<file path="config.mk">
export PLATFORM = sky130hd
export DESIGN_NAME = alarm_ctrl
export DESIGN_NICKNAME = d
export VERILOG_FILES = /design/src/rtl/alarm_pkg.sv /design/src/rtl/alarm_ctrl_wrap_field.sv /design/src/rtl/alarm_ctrl.sv
export SDC_FILE = /design/constraint.sdc
export NUM_CORES = 1
export LEC_CHECK = 0
export BUFFER_PORTS_ARGS = -buffer_cell sky130_fd_sc_hd__buf_4
export CORE_AREA = 10 10 142 131
export DETAILED_ROUTE_END_ITERATION = 10
export DIE_AREA = 0 0 152 141
export GPL_TIMING_DRIVEN = 0
export SLEW_MARGIN = 10
export SYNTH_ARGS = -nofsm -noshare
export SYNTH_HDL_FRONTEND = slang
export SYNTH_SLANG_ARGS = --single-unit
</file>
<file path="constraint.sdc">
create_clock -name clk -period 12 [get_ports clk]
set_clock_uncertainty 0.15 [all_clocks]
set_input_delay 0 -clock clk [delete_from_list [all_inputs] [get_ports clk]]
set_output_delay 0 -clock clk [all_outputs]
set_load 0.05 [all_outputs]
</file>
<file path="src/rtl/alarm_pkg.sv">
// rtl/alarm_pkg.sv - shared encodings and time arithmetic for the countdown alarm sequencer
package alarm_pkg;

    typedef enum logic [2:0] {
        S_IDLE    = 3'd0,
        S_EDIT_HH = 3'd1,
        S_EDIT_MM = 3'd2,
        S_EDIT_SS = 3'd3,
        S_RUN     = 3'd4,
        S_PAUSED  = 3'd5,
        S_RINGING = 3'd6
    } state_t;

    localparam int SEC_PER_MIN = 60;
    localparam int SEC_PER_HR  = 3600;
    localparam int MAX_MM_SS   = 59;

    localparam logic [1:0] SEL_NONE = 2'd0;
    localparam logic [1:0] SEL_HH   = 2'd1;
    localparam logic [1:0] SEL_MM   = 2'd2;
    localparam logic [1:0] SEL_SS   = 2'd3;

    function automatic logic [16:0] to_seconds(input logic [5:0] hh,
                                               input logic [5:0] mm,
                                               input logic [5:0] ss);
        return 17'(hh) * 17'(SEC_PER_HR) + 17'(mm) * 17'(SEC_PER_MIN) + 17'(ss);
    endfunction

endpackage

</file>
<file path="src/rtl/alarm_ctrl_wrap_field.sv">
// rtl/alarm_ctrl_wrap_field.sv - 6-bit up/down counter wrapping between 0 and MAX, with load
module wrap_field #(
    parameter int MAX = 59
) (
    input  logic       clk,
    input  logic       reset,
    input  logic       inc,
    input  logic       dec,
    input  logic       load,
    input  logic [5:0] load_val,
    output logic [5:0] value
);

    localparam logic [5:0] MAX_V = 6'(MAX);

    always_ff @(posedge clk or negedge reset) begin
        if (!reset) begin
            value <= 6'd0;
        end else if (load) begin
            value <= load_val;
        end else if (inc) begin
            value <= (value == MAX_V) ? 6'd0 : value + 6'd1;
        end else if (dec) begin
            value <= (value == 6'd0) ? MAX_V : value - 6'd1;
        end
    end

endmodule

</file>
<file path="src/rtl/alarm_ctrl.sv">
// rtl/alarm_ctrl.sv - button-driven HH:MM:SS setter, countdown sequencer and ring timeout
module alarm_ctrl
    import alarm_pkg::*;
#(
    parameter int CLK_HZ   = 50_000_000,
    parameter int RING_SEC = 30,
    parameter int MAX_HH   = 23
) (
    input  logic        clk,
    input  logic        reset,
    input  logic        btn_mode,
    input  logic        btn_inc,
    input  logic        btn_dec,
    input  logic        btn_start,
    input  logic [16:0] remaining,
    output logic [16:0] start_time,
    output logic        timer_clr_n,
    output logic        timer_run,
    output logic [1:0]  edit_sel,
    output logic        ringing,
    output logic [2:0]  state_o
);

    localparam int PCW = $clog2(CLK_HZ + 1);
    localparam int RCW = $clog2(RING_SEC + 1);
    localparam logic [PCW-1:0] PRE_LAST  = PCW'(CLK_HZ - 1);
    localparam logic [RCW-1:0] RING_LAST = RCW'(RING_SEC - 1);

    state_t         state, next_state;
    logic [3:0]     btn_q;
    logic           armed;
    logic [3:0]     ev;
    logic           take_start, take_mode, take_inc, take_dec;
    logic [5:0]     hh, mm, ss;
    logic [1:0]     guard;
    logic [PCW-1:0] prescaler;
    logic [RCW-1:0] ring_cnt;
    logic           pre_wrap;
    logic           enter_run, clr_exit;

    // armed masks the first cycle after reset so a held button is not seen as an edge
    assign ev = armed ? ({btn_start, btn_mode, btn_inc, btn_dec} & ~btn_q) : 4'b0000;

    assign take_start = ev[3];
    assign take_mode  = ev[2] & ~ev[3];
    assign take_inc   = ev[1] & ~ev[3] & ~ev[2];
    assign take_dec   = ev[0] & ~ev[3] & ~ev[2] & ~ev[1];

    always_ff @(posedge clk or negedge reset) begin
        if (!reset) begin
            btn_q <= 4'b0000;
            armed <= 1'b0;
        end else begin
            btn_q <= {btn_start, btn_mode, btn_inc, btn_dec};
            armed <= 1'b1;
        end
    end

    wrap_field #(.MAX(MAX_HH)) u_hh (
        .clk(clk), .reset(reset),
        .inc(take_inc && state == S_EDIT_HH), .dec(take_dec && state == S_EDIT_HH),
        .load(1'b0), .load_val(6'd0), .value(hh)
    );

    wrap_field #(.MAX(MAX_MM_SS)) u_mm (
        .clk(clk), .reset(reset),
        .inc(take_inc && state == S_EDIT_MM), .dec(take_dec && state == S_EDIT_MM),
        .load(1'b0), .load_val(6'd0), .value(mm)
    );

    wrap_field #(.MAX(MAX_MM_SS)) u_ss (
        .clk(clk), .reset(reset),
        .inc(take_inc && state == S_EDIT_SS), .dec(take_dec && state == S_EDIT_SS),
        .load(1'b0), .load_val(6'd0), .value(ss)
    );

    assign pre_wrap = (prescaler == PRE_LAST);

    always_comb begin
        next_state = state;
        enter_run  = 1'b0;
        clr_exit   = 1'b0;
        case (state)
            S_IDLE, S_EDIT_HH, S_EDIT_MM, S_EDIT_SS: begin
                if (take_start) begin
                    if (start_time != 17'd0) begin
                        next_state = S_RUN;
                        enter_run  = 1'b1;
                    end
                end else if (take_mode) begin
                    case (state)
                        S_IDLE:    next_state = S_EDIT_HH;
                        S_EDIT_HH: next_state = S_EDIT_MM;
                        S_EDIT_MM: next_state = S_EDIT_SS;
                        default:   next_state = S_IDLE;
                    endcase
                end
            end
            S_RUN: begin
                if (take_start) begin
                    next_state = S_PAUSED;
                end else if (remaining == 17'd0 && guard == 2'd0) begin
                    next_state = S_RINGING;
                end
            end
            S_PAUSED: begin
                if (take_start) begin
                    next_state = S_RUN;
                end else if (take_mode) begin
                    next_state = S_IDLE;
                    clr_exit   = 1'b1;
                end
            end
            S_RINGING: begin
                if (take_start || (pre_wrap && ring_cnt == RING_LAST)) begin
                    next_state = S_IDLE;
                    clr_exit   = 1'b1;
                end
            end
            default: next_state = S_IDLE;
        endcase
    end

    always_ff @(posedge clk or negedge reset) begin
        if (!reset) begin
            state       <= S_IDLE;
            start_time  <= 17'd0;
            timer_clr_n <= 1'b1;
            timer_run   <= 1'b0;
            guard       <= 2'd0;
        end else begin
            state       <= next_state;
            start_time  <= to_seconds(hh, mm, ss);
            timer_clr_n <= ~(enter_run | clr_exit);
            timer_run   <= (next_state == S_RUN) && !enter_run;
            // timer output reads 0 right after its clear; hold off the done check meanwhile
            if (enter_run) begin
                guard <= 2'd2;
            end else if (guard != 2'd0) begin
                guard <= guard - 2'd1;
            end
        end
    end

    always_ff @(posedge clk or negedge reset) begin
        if (!reset) begin
            prescaler <= '0;
            ring_cnt  <= '0;
        end else if (state != S_RINGING) begin
            prescaler <= '0;
            ring_cnt  <= '0;
        end else if (pre_wrap) begin
            prescaler <= '0;
            ring_cnt  <= ring_cnt + 1'b1;
        end else begin
            prescaler <= prescaler + 1'b1;
        end
    end

    always_comb begin
        edit_sel = SEL_NONE;
        case (state)
            S_EDIT_HH: edit_sel = SEL_HH;
            S_EDIT_MM: edit_sel = SEL_MM;
            S_EDIT_SS: edit_sel = SEL_SS;
            default:   edit_sel = SEL_NONE;
        endcase
    end

    assign ringing = (state == S_RINGING);
    assign state_o = state;

endmodule

</file>
==> metrics.cfg, run 1 <==
[layout]
fin_cells = 914
drive_gt1_frac = 0.144
fillCellCount = 1558
area_delta_synth_final_pct = 16.2
num_antenna_cells = 0
postLayoutCoreUtil = 0.449
fin_nets = 821

[synthesis]
synth_area_per_cell_um2 = 9.59
synth_cells = 635
synth_edf_count = 0
ys_warn_count = 0
async_flop_share = 1.00
yosys-top-cells-count = ha_1 (79), dfrtp_1 (77), nor2_1 (62)
postSynthRegisterBits = 78
syn-cell-area_um2 = 6090
synthMostInstantiatedCell = ha_1
ys_seq_area_frac = 0.321
yosys.area.top_type = dfrtp_1
yosys.cell_types.count = 78
synthTopCellsByArea = dfrtp_1 (32%), ha_1 (16%), fa_1 (5.6%)
synth_top_area_frac = 0.317
ys.flop_type = dfrtp_1
syn-num-nets = 754

[timing]
fin_crit_ns = 4.83
maxSlewHeadroom = 0.322
fin_crit_sh = 0.402
final.setup.tns_ns = 0
hold_viol = 0
rsz0062_at_grt = no
fmax_mhz = 207
setup_violations = 0
slew_viol_final = 0
tightest_slew_ns = 1.02

[clock_network]
cts_made_buffers = 9
clk_pin_slew_ns = 0.06
clk_path_buf_depth = 2
clock-sinks = 78
post_cts_buffers = 0
insertion_delay_ns = 0.35
cts-root-buf = clkbuf_16
cts_tree = built
cts.htree.levels = 3

[global_routing]
gr-usage-met1 = 0.181
grt_util_met3 = 0.0310
grt_util_all_layers = 0.131
grt_pass1_vias = 4746
grt.busiest_layer = met2
use_met2 = 0.201
grt_pass1_wl_mm = 23.7
grt.overflow.total = 0
antenna_found_initial = 0
grt_max_degree = 79

[setup_path]
path_cells = inv_1 -> fa_1 -> fa_1 -> inv_1 -> ha_1 -> nor2b_1 -> o21ai_0 -> a21oi_1 -> o21a_1 -> nor2_1 -> xnor2_1 -> ha_1 -> ha_1 -> o21ai_0 -> a21oi_1 -> o41ai_1 -> nand4b_1 -> xnor2_1
worstPathArrival_ns = 4.91
cp_data_required_time_ns = 12.08
slowest_delay_ns = 0.52
crit_slowest_cell = fa_1
crit_type = flip-flop to flip-flop
start_kind = flip-flop
crit_family = adder cells
cp_num_buf_inv = 2
worst_setup_path_end_kind = flip-flop
critical_path_peak_fanout = 9
critPathMostFrequentCell = ha_1

[placement]
port_buffers = 47
dp_hpwl_mm = 10.8
gp_congestion = 0.878
dpl.cell_count = 889

[detailed_routing]
ant_nets = 0
drt-vias-per-instance = 5.32
post_drt_wl_per_cell_um = 15.3
drtIter0Drc = 272
drc_errors = 0
drtPass1Iterations = 6
wl_mm = 14.0
vias = 4866

[floorplanning]
core_um2 = 15700
dieHeight_um = 141
start_util = 0.387
fp.dieArea_um2 = 21400
io_pins = 48
rows = 44
die_w_um = 152

[min_path]
hp-class = primary input to flip-flop

[run]
maxCapViolations = 0

[run_status]
status = finished clean

sequential cells by signal, summed over array words and instances, names as in the netlist:
register	count
armed	1
btn_q	4
guard	2
prescaler	26
ring_cnt	5
start_time	17
state_o	3
timer_clr_n	1
timer_run	1
u_hh.value	6
u_mm.value	6
u_ss.value	6
routing by layer:
metal / vias to the layer above / routed length (µm)
met2: 134 / 6250
met1: 2368 / 6960
met3: 14 / 604
met5: - / 0
met4: 0 / 150
li1: 2350 / -
worst reg2reg max path, cell delays in order, from the launching register on:
cell,delay (ns)
dfrtp_1,0.45
inv_1,0.39
fa_1,0.52
fa_1,0.52
inv_1,0.04
ha_1,0.32
nor2b_1,0.14
o21ai_0,0.19
a21oi_1,0.13
o21a_1,0.17
nor2_1,0.11
xnor2_1,0.13
ha_1,0.25
ha_1,0.34
o21ai_0,0.11
a21oi_1,0.26
o41ai_1,0.13
nand4b_1,0.20
xnor2_1,0.15
cells by family after synthesis:
family | synth area share
simple gates | 0.202
compound gates | 0.123
mux | 0.00514
other cells | 0.000616
fa+ha+maj | 0.218
buf+inv | 0.0528
flops | 0.321
xor+xnor | 0.0777
through the flow:
| stage | hold slack [ns] | setup slack, ns | area, µm² |
|---|---|---|---|
| CTS | 0.155 | 7.14 | 7070 |
| floorplan | -0.446 | 7.60 | 6090 |
| finish | 0.164 | 7.17 | 7070 |
| global placement | -0.0329 | 7.22 | 6700 |
| detailed placement | -0.0222 | 7.16 | 6700 |
| global route | 0.171 | 6.79 | 7070 |
path summary, 6_finish.rpt:
check                                 end     startpoint  slack, ns  depth (start not counted)
max                        start_time[16]  u_mm.value[3]       7.17                         18
min                              btn_q[0]        btn_dec       0.16                          2
max reg2reg                start_time[16]  u_mm.value[3]       7.17                         18
min reg2reg                 start_time[2]  u_ss.value[2]       0.35                          1
max in group asynchronous   u_mm.value[1]          reset      10.81                          2
min in group asynchronous        guard[0]          reset       0.22                          2
layout make-up:
class,instances,area (µm²),area share
buffer,11,92.6,0.0131
inverter,61,229,0.0324
clock inverter,5,40.0,0.00566
timing repair buffer,56,443,0.0626
tap,207,259,0.0366
clock buffer,11,243,0.0343
multi-input combinational,485,3810,0.539
sequential,78,1950,0.276
timing repair:
| item | in CTS | in global routing |
|---|---|---|
| endpoints found under the hold margin | 84 | 0 |
| resized for setup | 0 | 0 |
| hold buffers | 9 | 0 |
layout by cell type (no fill, tap or decap), drive strengths merged, types with 3 or more instances in the layout:
master / instances
a21o: 7
o22a: 3
buf: 56
or3: 4
a31oi: 8
o21a: 7
inv: 64
clkbuf: 13
nand2: 34
o22ai: 6
a211oi: 3
xnor2: 30
nor4: 11
nand3: 28
nor2b: 8
nand2b: 6
nand3b: 5
xor2: 24
and3: 7
dfrtp: 77
o21bai: 4
fa: 17
nor3b: 5
nor2: 63
nand4: 16
ha: 79
o31ai: 5
dlygate4sd3: 9
a21oi: 28
nor3: 18
o21ai: 25
Power of run 1 is left out: the tool's default activity adds up to more than one toggle a clock period on the data nets, which glitch-free logic cannot reach.
==> run 2, diff against run 1 <==
==> constraint.sdc (replaced) <==
create_clock -name clk -period 4.6 [get_ports clk]
set_clock_uncertainty 0.15 [all_clocks]
set_input_delay 0 -clock clk [delete_from_list [all_inputs] [get_ports clk]]
set_output_delay 0 -clock clk [all_outputs]
set_load 0.05 [all_outputs]
==> run 2 against run 1 <==
  * Final cell count increased by 1.3%
  * Worst setup slack got worse by 7.0 ns
  * Global-route usage increased by 0.052 points
  * Sequential share of layout area decreased by 0.80 points
  * Largest cell class unchanged
==> metrics.cfg, run 2 (synthesis gave the netlist of run 1 again) <==
[floorplanning]
dieHeight_um = 141  ; unchanged
start_util = 0.387  ; unchanged
rows = 44  ; unchanged
fp.dieArea_um2 = 21400  ; unchanged
io_pins = 48  ; unchanged
die_w_um = 152  ; unchanged
core_um2 = 15700  ; unchanged

[placement]
dp_slack_ns = -0.236  ; -7.40 ns
gp_congestion = 0.878  ; unchanged
dp_hpwl_mm = 10.8  ; unchanged
port_buffers = 47  ; unchanged
dpl_cell_area_um2 = 6700  ; unchanged

[global_routing]
grt_max_degree = 79  ; unchanged
grt_util_all_layers = 0.132  ; +0.000516
grt_pass1_vias = 4768  ; +0.46%
antenna_found_initial = 0  ; unchanged
grt.overflow.total = 0  ; unchanged
grt_pass1_wl_mm = 23.8  ; +0.44%

[clock_network]
clk_pin_slew_ns = 0.06  ; about the same
cts-root-buf = clkbuf_16
cts.htree.levels = 3  ; unchanged
cts_tree = built
insertion_delay_ns = 0.35  ; about the same
cts_made_buffers = 9  ; unchanged
clk_path_buf_depth = 2  ; unchanged
clock-sinks = 78  ; unchanged

[setup_path]
slowest_delay_ns = 0.57  ; +0.05 ns
cp_data_required_time_ns = 4.68  ; -7.40 ns
ff2ff_path_depth = 18  ; unchanged
critical_path_peak_fanout = 5  ; -4
r2r-start = u_mm.value[0]
crit_family = adder cells
crit_type = flip-flop to flip-flop
cp_num_buf_inv = 2  ; unchanged
path_depth = 18  ; unchanged
r2r_end = start_time[16]
worstPathArrival_ns = 4.47  ; -0.44 ns
start_kind = flip-flop
reg2reg_slack_ns = 0.20  ; -6.97 ns
path_cells = fa_1 -> inv_1 -> fa_1 -> inv_1 -> ha_1 -> a21o_1 -> a21oi_2 -> o22ai_2 -> nor2_1 -> xnor2_1 -> ha_1 -> ha_4 -> o21a_4 -> o21ai_1 -> a21oi_2 -> o41ai_2 -> nand4b_1 -> xnor2_1
worst_setup_path_end_kind = flip-flop
crit_slowest_cell = fa_1

[layout]
top_regs = prescaler: 26 flops, start_time: 17 flops
fin_nets = 833  ; +1.5%
multiInputGateArea_um2 = 3940  ; +3.3%
register_area_um2 = 1960  ; +0.26%
mostFrequentLayoutCells = ha_1 (73), dfrtp_1 (73), nor2_1 (62)
fillCellCount = 1529  ; -1.9%
post-route-cell-area_um2 = 7300  ; +3.2%
area_delta_synth_final_pct = 19.9
regMostFlops = prescaler
largest_reg_flops = 26  ; unchanged
drive_gt1_frac = 0.192  ; +0.0477
num_antenna_cells = 0  ; unchanged

[timing]
fin_crit_ns = 4.40  ; -0.434 ns
whs_ns = 0.168  ; +0.00403 ns
fin_crit_sh = 0.956  ; +0.553
hold_viol = 0  ; unchanged
setup_slack_ns = 0.204  ; -6.97 ns
tightest_slew_ns = 1.02  ; +0.000699 ns
slew_viol_final = 0  ; unchanged
setup_violations = 0  ; unchanged
fmax_mhz = 227  ; +9.9%
maxSlewHeadroom = 0.321  ; -0.000466

[detailed_routing]
wl_mm = 14.1  ; +1.1%
vias = 4881  ; +0.31%
drtIter0Drc = 253  ; -7.0%
drt-vias-per-instance = 5.27  ; -0.99%
ant_nets = 0  ; unchanged
drc_errors = 0  ; unchanged
post_drt_wl_per_cell_um = 15.2  ; -0.22%
drtPass1Iterations = 5  ; -1

[min_path]
hp-start = btn_dec
whs_endpoint = btn_q[0]
hp-class = primary input to flip-flop
holdPathStages = 2  ; unchanged

[run_status]
status = finished clean

[run]
maxCapViolations = 0  ; unchanged

==> run 2: changes by cell type in the layout (fill, tap and decap cells not counted), sizes merged <==
cell / delta
inv: -2
buf: +12
clkinvlp: +2
==> run 2: worst max path at each step <==
stage | from | endpoint | slack, ns
after floorplan | u_mm.value[0] | start_time[15] | 0.20
after global placement | u_mm.value[3] | start_time[13] | -0.18
after detailed placement | u_mm.value[3] | start_time[16] | -0.24
after CTS | u_mm.value[0] | start_time[15] | -0.03
after global routing | u_mm.value[0] | start_time[15] | -0.007
final | u_mm.value[0] | start_time[16] | 0.20
==> run 2: stage by stage <==
| step | utilization | TNS (ns) | instances |
|---|---|---|---|
| finish | 0.464 | 0 | 926 |
| global route | 0.464 | -0.0139 | 926 |
| CTS | 0.452 | -0.0922 | 917 |
| detailed placement | 0.425 | -0.883 | 889 |
| global placement | 0.425 | -0.611 | 889 |
| floorplan | - | 0 | 635 |
==> run 2: repair_timing <==
item | CTS | global route
setup buffers | 3 | 9
gates resized for setup | 7 | 22
hold endpoints to repair | 84 | 0
pin swaps | 0 | 3
endpoints found under the setup margin | 5 | 6
hold buffers | 9 | 0
==> run 2: final cells by class <==
cell class	instances	share of cell area
plain buffers	11	0.0127
clock buffers	11	0.0332
clock inverters	5	0.00548
inverters	61	0.0324
multi-input cells	485	0.540
flip-flops and latches	78	0.268
well taps	207	0.0355
repair buffers	68	0.0730
==> run 2: metal layers <==
metal | track usage | wire length [µm]
met5 | 0 | 0
met4 | 0.0354 | 135
met3 | 0.0310 | 609
met2 | 0.201 | 6390
met1 | 0.182 | 6980
==> run 2: worst reg2reg max path, delay by kind of cell, from the launching register on <==
family | cells | cell delay [ns]
flip-flops | 1 | 0.45
adder cells (fa/ha/maj) | 5 | 1.95
AND/OR/NAND/NOR | 2 | 0.32
XOR/XNOR | 2 | 0.29
AO/OA/AOI/OAI | 7 | 1.04
buffers and inverters | 2 | 0.11
Power of run 2 is left out for the same reason.
==> run 3, diff against run 2 <==
--- a/config.mk
+++ b/config.mk
@@ -5,11 +5,13 @@
 export SDC_FILE = /design/constraint.sdc
 export NUM_CORES = 1
 export LEC_CHECK = 0
+export ABC_AREA = 1
 export BUFFER_PORTS_ARGS = -buffer_cell sky130_fd_sc_hd__buf_4
-export CORE_AREA = 10 10 142 131
+export CORE_AREA = 10 10 145 134
 export DETAILED_ROUTE_END_ITERATION = 10
-export DIE_AREA = 0 0 152 141
+export DIE_AREA = 0 0 155 144
 export GPL_TIMING_DRIVEN = 0
+export SETUP_SLACK_MARGIN = 0.3
 export SLEW_MARGIN = 10
 export SYNTH_ARGS = -nofsm -noshare
 export SYNTH_HDL_FRONTEND = slang
==> run 3 against run 2 <==
  * Final cell count rose by 24%
  * Core utilization rose by 0.73 points
  * Fmax rose by 4.4%
  * Routed wire length rose by 8.7%
==> metrics.cfg, run 3 <==
[run_status]
status = finished clean

[placement]
dp_hpwl_mm = 11.5  ; +7.1%
port_buffers = 47  ; unchanged
gp_congestion = 0.886  ; +0.87%

[layout]
num_antenna_cells = 0  ; unchanged
fillCellCount = 1622  ; +6.1%
drive_gt1_frac = 0.170  ; -0.0217
regMostFlops = prescaler
top_regs = prescaler: 26 flops, start_time: 17 flops
largest_reg_flops = 26  ; unchanged
layout_commonest_cell = nand2_1
mostFrequentLayoutCells = nand2_1 (181), inv_1 (108), nor2_1 (98)
fin_nets = 1048  ; +26%
area_delta_synth_final_pct = 20.4

[min_path]
hp-class = primary input to flip-flop
whs_endpoint = state_o[1]
hp-start = remaining[4]
holdPathStages = 8  ; +6

[floorplanning]
start_util = 0.391  ; +0.00452
io_pins = 48  ; unchanged
dieHeight_um = 144  ; +2.1%
core_um2 = 16500  ; +4.8%
rows = 45  ; +2.3%
die_w_um = 155  ; +2.0%
fp.dieArea_um2 = 22300  ; +4.1%

[synthesis]
syn-cell-area_um2 = 6450  ; +6.0%
synth_cells = 848  ; +34%
yosys-top-cells-count = nand2_1 (184), inv_1 (115), nor2_1 (101)
synthMostInstantiatedCell = nand2_1
yosys.cell_types.count = 39  ; -50%
synth_top_area_frac = 0.299  ; -0.0179
ys_warn_count = 0  ; unchanged
async_flop_share = 1.00  ; unchanged
synthTopCellsByArea = dfrtp_1 (30%), ha_1 (15%), nand2_1 (11%)
postSynthRegisterBits = 78  ; unchanged
ys_seq_area_frac = 0.303  ; -0.0182
ys.flop_type = dfrtp_1
synth_area_per_cell_um2 = 7.61  ; -21%
syn-num-nets = 967  ; +28%
yosys.area.top_type = dfrtp_1
synth_edf_count = 0  ; unchanged

[global_routing]
grt_pass1_vias = 5201  ; +9.1%
grt_pass1_wl_mm = 25.6  ; +7.5%
grt_max_degree = 79  ; unchanged
grt_util_all_layers = 0.141  ; +0.00872
grt.overflow.total = 0  ; unchanged
antenna_found_initial = 0  ; unchanged

[timing]
hold_viol = 0  ; unchanged
fin_crit_sh = 0.916  ; -0.0400
fmax_mhz = 237  ; +4.4%
setup_violations = 0  ; unchanged
rsz0062_at_grt = yes
maxSlewHeadroom = 0.315  ; -0.00614
final.setup.tns_ns = 0  ; unchanged
whs_ns = 0.0108  ; -0.157 ns
tightest_slew_ns = 1.03  ; +0.00921 ns
slew_viol_final = 0  ; unchanged
fin_crit_ns = 4.21  ; -0.184 ns

[detailed_routing]
drtIter0Drc = 318  ; +26%
drc_errors = 0  ; unchanged
drtPass1Iterations = 5  ; unchanged
wl_mm = 15.3  ; +8.7%
ant_nets = 0  ; unchanged
drt-vias-per-instance = 4.87  ; -7.6%
post_drt_wl_per_cell_um = 13.4  ; -12%
vias = 5575  ; +14%

[clock_network]
cts_tree = built
insertion_delay_ns = 0.35  ; about the same
clk_path_buf_depth = 2  ; unchanged
cts.htree.levels = 3  ; unchanged
clock-sinks = 78  ; unchanged
cts-root-buf = clkbuf_16
cts_made_buffers = 9  ; unchanged
clk_pin_slew_ns = 0.07  ; about the same

[setup_path]
critical_path_peak_fanout = 5  ; unchanged
crit_type = flip-flop to flip-flop
ff2ff_path_depth = 19  ; +1
reg2reg_slack_ns = 0.39  ; +0.18 ns
r2r_end = start_time[16]
r2r-start = u_mm.value[2]
worstPathArrival_ns = 4.31  ; -0.16 ns
cp_data_required_time_ns = 4.70  ; +0.02 ns
start_kind = flip-flop
worst_setup_path_end_kind = flip-flop

[run]
maxCapViolations = 0  ; unchanged

-- run 3: per-layer routing --
| layer | share of wire | up-vias | track usage |
|---|---|---|---|
| met5 | 0 | - | 0 |
| li1 | - | 2882 | - |
| met2 | 0.45 | 89 | 0.218 |
| met4 | 0.019 | 0 | 0.0502 |
| met1 | 0.49 | 2587 | 0.188 |
| met3 | 0.040 | 17 | 0.0306 |
-- run 3: how the worst max path moves through the flow --
| stage | end | cells after the start | slack [ns] | startpoint |
|---|---|---|---|---|
| after global placement | start_time[13] | 17 | -0.28 | u_mm.value[3] |
| after detailed placement | start_time[16] | 20 | -0.19 | u_mm.value[3] |
| final | start_time[16] | 19 | 0.39 | u_mm.value[2] |
| after floorplan | start_time[14] | 19 | 0.33 | u_mm.value[3] |
| after CTS | start_time[16] | 21 | 0.30 | u_mm.value[2] |
| after global routing | start_time[16] | 20 | 0.21 | u_mm.value[2] |
-- run 3: kinds of logic after synthesis --
kind of cell,count (synthesis),share of synthesized area
buffers and inverters,131,0.0793
and+or+nand+nor,401,0.270
AOI/OAI and AO/OA,102,0.0890
DFF,78,0.303
adders and majority gates,96,0.206
xor gates and xnor gates,39,0.0529
other,1,0.000581
-- run 3: critical path, cell delays in order (launching register included) --
cell	delay, ns
dfrtp_2	0.43
buf_6	0.13
fa_1	0.54
inv_2	0.05
fa_1	0.52
fa_2	0.39
o21ai_2	0.17
nand2_1	0.07
nand2_1	0.06
a21oi_1	0.06
xor2_1	0.17
ha_1	0.34
ha_4	0.33
nand2_4	0.08
nor3_4	0.19
nand3_1	0.13
nand3_2	0.13
nand2_1	0.07
nand2_1	0.06
nand2_1	0.04
-- run 3: layout make-up --
class                      instances  area, µm²  share of cell area
buffer                             4       35.0             0.00451
clock buffer                       9        225              0.0290
clock inverter                     7       82.6              0.0106
inverter                         127        492              0.0633
multi-input combinational        639       4170               0.536
sequential                        78       1960               0.252
tap                              211        264              0.0340
timing repair buffer              70        544              0.0700
-- run 3: what timing repair did --
action                                  in CTS  in global routing
endpoints found under the setup margin       8                  8
resized for setup                           16                 33
pin swaps                                    0                 24
buffers inserted                             5                 12
hold endpoints to repair                    84                  0
hold buffers                                 6                  0
-- run 3: through the flow --
step / cell area (µm²) / worst slack [ns] / cells / utilization
finish: 7770 / 0.388 / 1145 / 0.471
global placement: 7070 / -0.278 / 1106 / 0.429
CTS: 7540 / 0.304 / 1133 / 0.457
detailed placement: 7070 / -0.189 / 1106 / 0.429
floorplan: 6450 / 0.327 / 848 / -
global route: 7770 / 0.213 / 1145 / 0.471
Power of run 3 is left out for the same reason.
